File: src/rtl/pll_drp_reconfig.sv
// -----------------------------------------------------------------------------
// pll_drp_reconfig
//
// Run-time clock profile switcher for a PLLE2_ADV. On request (and once after
// every reset) it holds the PLL in reset, rewrites a set of DRP registers with
// read-modify-write cycles taken from a constant profile table, then releases
// the PLL reset and waits for LOCKED.
//
// Profile table layout: entry k = profile*REGS_PER_PROFILE + reg occupies
// PROFILE_TABLE[39k+38:39k] as {addr[6:0], mask[15:0], data[15:0]}.
// A mask bit of 1 keeps the bit read back from the PLL, 0 takes the table data.
// DRDY_TIMEOUT and LOCK_TIMEOUT must be at least 2, RST_HOLD at least 1.
//
// Ports
//   clk_i            controller / DRP clock (also the PLL DCLK)
//   reset_n_i        synchronous reset, active low
//   profile_sel_i    requested profile, sampled only on an accepted start
//   start_i          one-cycle request to program profile_sel_i
//   busy_o           high from boot / accepted start until done or error
//   done_o           one-cycle pulse: profile programmed and PLL locked
//   error_o          one-cycle pulse: bad profile, DRDY timeout or lock timeout
//   active_profile_o last profile that completed successfully
//   pll_rst_o        PLL RST
//   pll_locked_i     PLL LOCKED, treated as synchronous to clk_i
//   drp_daddr_o      DRP address
//   drp_di_o         DRP write data
//   drp_den_o        DRP enable, one-cycle pulse per access
//   drp_dwe_o        DRP write enable, only together with drp_den_o
//   drp_do_i         DRP read data
//   drp_drdy_i       DRP access complete
// -----------------------------------------------------------------------------
module pll_drp_reconfig #(
  parameter int NUM_PROFILES     = 2,
  parameter int REGS_PER_PROFILE = 8,
  parameter logic [NUM_PROFILES*REGS_PER_PROFILE*39-1:0] PROFILE_TABLE = '0,
  parameter int DEFAULT_PROFILE  = 0,
  parameter int RST_HOLD         = 4,
  parameter int DRDY_TIMEOUT     = 64,
  parameter int LOCK_TIMEOUT     = 65535,
  localparam int PW = (NUM_PROFILES > 1) ? $clog2(NUM_PROFILES) : 1
) (
  input  logic          clk_i,
  input  logic          reset_n_i,
  input  logic [PW-1:0] profile_sel_i,
  input  logic          start_i,
  output logic          busy_o,
  output logic          done_o,
  output logic          error_o,
  output logic [PW-1:0] active_profile_o,
  output logic          pll_rst_o,
  input  logic          pll_locked_i,
  output logic [6:0]    drp_daddr_o,
  output logic [15:0]   drp_di_o,
  output logic          drp_den_o,
  output logic          drp_dwe_o,
  input  logic [15:0]   drp_do_i,
  input  logic          drp_drdy_i
);

  localparam int IW      = (REGS_PER_PROFILE > 1) ? $clog2(REGS_PER_PROFILE) : 1;
  localparam int MAX_A   = (RST_HOLD > DRDY_TIMEOUT) ? RST_HOLD : DRDY_TIMEOUT;
  localparam int CNT_MAX = (MAX_A > LOCK_TIMEOUT) ? MAX_A : LOCK_TIMEOUT;
  localparam int CW      = $clog2(CNT_MAX + 1);

  localparam logic [PW-1:0] DEFAULT_SEL = PW'(DEFAULT_PROFILE);
  localparam logic [IW-1:0] IDX_LAST    = IW'(REGS_PER_PROFILE - 1);
  localparam logic [CW-1:0] HOLD_LAST   = CW'(RST_HOLD - 1);
  localparam logic [CW-1:0] DRDY_LAST   = CW'(DRDY_TIMEOUT - 1);
  localparam logic [CW-1:0] LOCK_LAST   = CW'(LOCK_TIMEOUT - 1);

  typedef enum logic [2:0] {IDLE, HOLD, RD, RDW, WR, WRW, REL, LOCK} state_t;

  state_t          state_q, state_d;
  logic [CW-1:0]   cnt_q, cnt_d;
  logic [IW-1:0]   idx_q, idx_d;
  logic [PW-1:0]   sel_q, sel_d;
  logic [15:0]     rdData_q, rdData_d;
  logic            pllRst_q, pllRst_d;
  logic [PW-1:0]   active_q, active_d;
  logic            done_q, done_d;
  logic            error_q, error_d;

  logic [38:0]     entry;
  logic [6:0]      entryAddr;
  logic [15:0]     entryMask;
  logic [15:0]     entryData;
  logic [15:0]     wrData;

  // Table lookup for the register currently being programmed, and the merged
  // write value: masked bits come from the read-back, the rest from the table.
  always_comb begin
    entry     = 39'(PROFILE_TABLE >> (39 * (int'(sel_q) * REGS_PER_PROFILE + int'(idx_q))));
    entryAddr = entry[38:32];
    entryMask = entry[31:16];
    entryData = entry[15:0];
    wrData    = (rdData_q & entryMask) | (entryData & ~entryMask);
  end

  // State and datapath registers. Reset lands in HOLD with the default profile
  // latched, so boot programming starts as soon as reset_n_i is released.
  always_ff @(posedge clk_i) begin
    if (!reset_n_i) begin
      state_q  <= HOLD;
      cnt_q    <= '0;
      idx_q    <= '0;
      sel_q    <= DEFAULT_SEL;
      rdData_q <= '0;
      pllRst_q <= 1'b1;
      active_q <= DEFAULT_SEL;
      done_q   <= 1'b0;
      error_q  <= 1'b0;
    end else begin
      state_q  <= state_d;
      cnt_q    <= cnt_d;
      idx_q    <= idx_d;
      sel_q    <= sel_d;
      rdData_q <= rdData_d;
      pllRst_q <= pllRst_d;
      active_q <= active_d;
      done_q   <= done_d;
      error_q  <= error_d;
    end
  end

  // Next-state logic. cnt_q is shared: RST hold length in HOLD, cycles since
  // the DRP enable in RDW/WRW, and cycles spent waiting in LOCK. A DRP timeout
  // leaves pll_rst asserted because the PLL registers are now half-written.
  always_comb begin
    state_d  = state_q;
    cnt_d    = cnt_q;
    idx_d    = idx_q;
    sel_d    = sel_q;
    rdData_d = rdData_q;
    pllRst_d = pllRst_q;
    active_d = active_q;
    done_d   = 1'b0;
    error_d  = 1'b0;
    unique case (state_q)
      IDLE: begin
        if (start_i) begin
          if (int'(profile_sel_i) < NUM_PROFILES) begin
            sel_d    = profile_sel_i;
            idx_d    = '0;
            cnt_d    = '0;
            pllRst_d = 1'b1;
            state_d  = HOLD;
          end else begin
            error_d = 1'b1;
          end
        end
      end
      HOLD: begin
        if (cnt_q >= HOLD_LAST) begin
          cnt_d   = '0;
          state_d = RD;
        end else begin
          cnt_d = cnt_q + CW'(1);
        end
      end
      RD: begin
        cnt_d   = CW'(1);
        state_d = RDW;
      end
      RDW: begin
        if (drp_drdy_i) begin
          rdData_d = drp_do_i;
          state_d  = WR;
        end else if (cnt_q >= DRDY_LAST) begin
          error_d = 1'b1;
          state_d = IDLE;
        end else begin
          cnt_d = cnt_q + CW'(1);
        end
      end
      WR: begin
        cnt_d   = CW'(1);
        state_d = WRW;
      end
      WRW: begin
        if (drp_drdy_i) begin
          if (idx_q == IDX_LAST) begin
            pllRst_d = 1'b0;
            state_d  = REL;
          end else begin
            idx_d   = idx_q + IW'(1);
            state_d = RD;
          end
        end else if (cnt_q >= DRDY_LAST) begin
          error_d = 1'b1;
          state_d = IDLE;
        end else begin
          cnt_d = cnt_q + CW'(1);
        end
      end
      REL: begin
        cnt_d   = '0;
        state_d = LOCK;
      end
      LOCK: begin
        if (pll_locked_i) begin
          active_d = sel_q;
          done_d   = 1'b1;
          state_d  = IDLE;
        end else if (cnt_q >= LOCK_LAST) begin
          error_d = 1'b1;
          state_d = IDLE;
        end else begin
          cnt_d = cnt_q + CW'(1);
        end
      end
      default: state_d = IDLE;
    endcase
  end

  // Outputs. DRP address and data are only driven during the enable cycle so
  // the bus idles at zero between accesses.
  always_comb begin
    busy_o           = (state_q != IDLE);
    done_o           = done_q;
    error_o          = error_q;
    active_profile_o = active_q;
    pll_rst_o        = pllRst_q;
    drp_den_o        = (state_q == RD) || (state_q == WR);
    drp_dwe_o        = (state_q == WR);
    drp_daddr_o      = drp_den_o ? entryAddr : 7'd0;
    drp_di_o         = (state_q == WR) ? wrData : 16'd0;
  end

endmodule

File: config.mk
export PLATFORM = sky130hd
export DESIGN_NAME = pll_drp_reconfig
export DESIGN_NICKNAME = d
export VERILOG_FILES = /design/src/rtl/pll_drp_reconfig.sv
export SDC_FILE = /design/constraint.sdc
export NUM_CORES = 1
export LEC_CHECK = 0
export ABC_AREA = 1
export CAP_MARGIN = 20
export CORE_UTILIZATION = 40
export DETAILED_ROUTE_END_ITERATION = 10
export PLACE_DENSITY = 0.67
export SYNTH_ARGS = -nofsm -noshare
export SYNTH_HDL_FRONTEND = slang
export SYNTH_SLANG_ARGS = --single-unit
File: constraint.sdc
create_clock -name clk_i -period 4.9 [get_ports clk_i]
set_clock_uncertainty 0.05 [all_clocks]
set_input_delay 1.225 -clock clk_i [delete_from_list [all_inputs] [get_ports clk_i]]
set_output_delay 1.225 -clock clk_i [all_outputs]
set_load 0.1 [all_outputs]
==> impl_metrics.sql <==
INSERT INTO impl_metrics (metric_group, metric, value, unit) VALUES
('die', 'row_count', '26', ''),
('routing', 'detailedRoute.firstIterationViolations', '76', ''),
('clocking', 'max-clock-path-buffers', '2', ''),
('timing', 'final_max_slew_viol_count', '0', ''),
('timing', 'final_min_period_over_clock_period', '69.9', '%'),
('yosys', 'netlist_area', '2100', 'um^2'),
('yosys', 'ys_seq_area_share', '25.7', '%'),
('routing', 'ant_nets', '0', ''),
('clocking', 'cts_post_setup_buffers_inserted', '0', ''),
('yosys', 'synth_cell_types', '28', ''),
('critical_path', 'cp-end-kind', 'primary output', ''),
('power_and_ir_drop', 'p_per_area', '366', 'nW/um^2'),
('timing', 'final-setup-viol-count', '0', ''),
('routing', 'vias', '1928', ''),
('die', 'placeableCoreArea', '5070', 'um^2'),
('routing', 'sum_of_routed_wire_length_over_all_layers', '4370', 'um'),
('critical_path', 'worst-path-max-fanout', '5', ''),
('yosys', 'netlist.top_cell.by_area', 'sky130_fd_sc_hd__dfxtp_1', ''),
('critical_path', 'critical_path_required', '3.62', 'ns'),
('clocking', 'clock_tree_from_tritoncts', 'done', ''),
('yosys', 'edff_count_synth', '0', ''),
('timing', 'min_period', '3.43', 'ns'),
('yosys', 'ys.flop_type', 'sky130_fd_sc_hd__dfxtp_1', ''),
('cells_and_area', 'antennaDiodeCount', '0', ''),
('timing', 'rsz_0062_raised_after_global_routing', 'false', ''),
('cells_and_area', 'layout-area-overhead-vs-synth', '5.95', '%'),
('critical_path', 'critPathLaunchType', 'flip-flop', ''),
('routing', 'avgViaCountPerCell', '4.69', ''),
('die', 'design.die.area', '5560', 'um^2'),
('worst_hold_path', 'hold_path_class', 'flip-flop to flip-flop', ''),
('yosys', 'post-synth-top-area-fraction', '25.7', '%'),
('critical_path', 'criticalPathCategory', 'flip-flop to primary output', ''),
('die', 'num_io_pins', '52', ''),
('yosys', 'yosys_register_bits', '27', ''),
('outcome', 'run_status', 'finished clean', ''),
('cells_and_area', 'most_common_cell_after_layout_fill_and_taps_aside', 'sky130_fd_sc_hd__nand2_1', ''),
('grt', 'number_of_antenna_violations_at_the_first_check_in_global_routing', '0', ''),
('clocking', 'clock-sinks', '27', ''),
('timing', 'timing.fmax', '292', 'MHz'),
('grt', 'grt_overflow', '0', ''),
('timing', 'timing.final.hold_violations', '0', ''),
('die', 'die_y', '74.5', 'um'),
('cells_and_area', 'fill_cells', '572', ''),
('clocking', 'clkLatencyLatePin', '0.27', 'ns'),
('power_and_ir_drop', 'ir_drop', '302', 'uV'),
('cells_and_area', 'layout_common_cells', 'sky130_fd_sc_hd__nand2_1 (87), sky130_fd_sc_hd__nor2_1 (49), sky130_fd_sc_hd__inv_1 (27), sky130_fd_sc_hd__dfxtp_1 (27), sky130_fd_sc_hd__conb_1 (23)', ''),
('timing', 'worst_margin_pin_slew', '0.966', 'ns'),
('clocking', 'cts-hold-fix-buffers', '0', ''),
('cells_and_area', 'area.sequential', '541', 'um^2'),
('cells_and_area', 'post_route_cells_drive_above_1_share', '13.8', '%'),
('yosys', 'syn_avg_cell_area', '6.36', 'um^2'),
('cells_and_area', 'fin_nets', '368', ''),
('run', 'maxCapViolCount', '0', ''),
('clocking', 'ctsHtreeMaxLevel', '1', ''),
('timing', 'finalSetupTns', '0', 'ns'),
('placement', 'place.gp.congestion', '0.844', ''),
('grt', 'grt_pass1_wl', '7360', 'um'),
('yosys', 'synth-warning-count', '0', ''),
('grt', 'grt_max_degree', '22', ''),
('yosys', 'syn-instance-count', '331', ''),
('timing', 'max_transition_margin', '35.4', '%'),
('clocking', 'numCtsBuffers', '3', ''),
('clocking', 'cts_resized', '0', ''),
('grt', 'first_global_vias', '1647', ''),
('clocking', 'clkTransAtPathRegs', '0.10', 'ns'),
('clocking', 'clockRootBuffer', 'sky130_fd_sc_hd__clkbuf_8', ''),
('cells_and_area', 'multi_input_comb_area', '1310', 'um^2'),
('die', 'initial_utilization', '41.5', '%'),
('placement', 'hpwlAfterDp', '3260', 'um'),
('routing', 'detailed_route_drc_error_count', '0', ''),
('routing', 'drt-wirelength-per-cell', '10.6', 'um'),
('die', 'die-width', '74.5', 'um'),
('grt', 'global_route.usage.total', '17.1', '%'),
('yosys', 'synth.area.top_cells', 'sky130_fd_sc_hd__dfxtp_1 (26%), sky130_fd_sc_hd__nand2_1 (16%), sky130_fd_sc_hd__nor2_1 (8.7%)', ''),
('yosys', 'asyncSetResetFlopFracSynth', '0', '%'),
('power_and_ir_drop', 'p_leak', '0.923', 'nW'),
('placement', 'numPortBuffers', '12', ''),
('cells_and_area', 'finalCoreUtilization', '43.9', '%'),
('routing', 'detail_route.first_pass.iterations', '4', ''),
('critical_path', 'timing.critical_path.arrival', '2.15', 'ns');
cells by family (layout without fill, tap and decap cells):
logic type,count (synthesis),count (layout),share of synthesized area [%]
simple gates,198,198,43.8
xor+xnor,5,5,2.08
fa+ha+maj,4,4,2.38
other cells,1,23,0.178
buf+inv,62,50,16.1
compound gates,34,34,9.81
flops,27,27,25.7
power by group:
part	switching [W]	internal (W)	leakage (nW)
clock network	0.0000727	0.0000584	0.0228
logic	0.000315	0.0000991	0.682
registers	0.0000312	0.000241	0.219
through the flow:
step                      setup slack (ns)  instance area, um^2  hold slack, ns  std cells  power [W]
after floorplan                       2.40                 2190           0.390        353   0.000647
after global placement                1.79                 2180           0.400        407   0.000689
after detailed placement              1.79                 2180           0.410        407   0.000693
after CTS                             1.46                 2230           0.425        411   0.000828
after global routing                  1.37                 2230           0.448        411   0.000877
final                                 1.47                 2230           0.420        411   0.000817
worst paths after layout:
path / depth (start not counted) / start / slack, ns / end
worst min register to register: 2 / active_profile_o / 0.42 / active_profile_o
worst max-delay path: 3 / state_q[2] / 1.47 / drp_den_o
worst min-delay path: 2 / active_profile_o / 0.42 / active_profile_o
worst max register to register: 10 / cnt_q[1] / 2.90 / cnt_q[13]
cell usage after synthesis (5+ instances only):
cell type / number
sky130_fd_sc_hd__a21oi_1: 15
sky130_fd_sc_hd__a21oi_2: 7
sky130_fd_sc_hd__buf_4: 24
sky130_fd_sc_hd__dfxtp_1: 27
sky130_fd_sc_hd__inv_1: 27
sky130_fd_sc_hd__inv_2: 7
sky130_fd_sc_hd__nand2_1: 87
sky130_fd_sc_hd__nand2_2: 14
sky130_fd_sc_hd__nand3_1: 19
sky130_fd_sc_hd__nand4_1: 6
sky130_fd_sc_hd__nor2_1: 49
sky130_fd_sc_hd__nor2_4: 6
sky130_fd_sc_hd__o21ai_0: 9
sky130_fd_sc_hd__xor2_1: 5
final cells by class:
type	count	share of cell area [%]
Clock buffer	4	2.02
Inverter	34	5.72
Multi-Input combinational cell	264	58.7
Sequential cell	27	24.2
Tap cell	70	3.93
Timing Repair Buffer	12	5.39
worst max-delay path, stage by stage (launching register included):
cell and delay, ns:
sky130_fd_sc_hd__dfxtp_1 0.48, sky130_fd_sc_hd__nand3_1 0.15, sky130_fd_sc_hd__nand2_1 0.11, sky130_fd_sc_hd__clkdlybuf4s50_1 1.14
state kept, by name, indices dropped and copies added, names as in the netlist:
name / flops
pll_rst_o: 1
error_o: 1
active_profile_o: 1
state_q: 3
done_o: 1
sel_q: 1
cnt_q: 16
idx_q: 3
metal layers:
metal  vias to the layer above  GRT usage, %  share of wire [%]
li1                       1011             -                  -
met1                       863          23.3                 49
met2                        50          28.4                 46
met3                         4          2.30                3.9
met4                         0          3.98               0.89
met5                         -             0                  0
(Power assumes the default switching activity.)
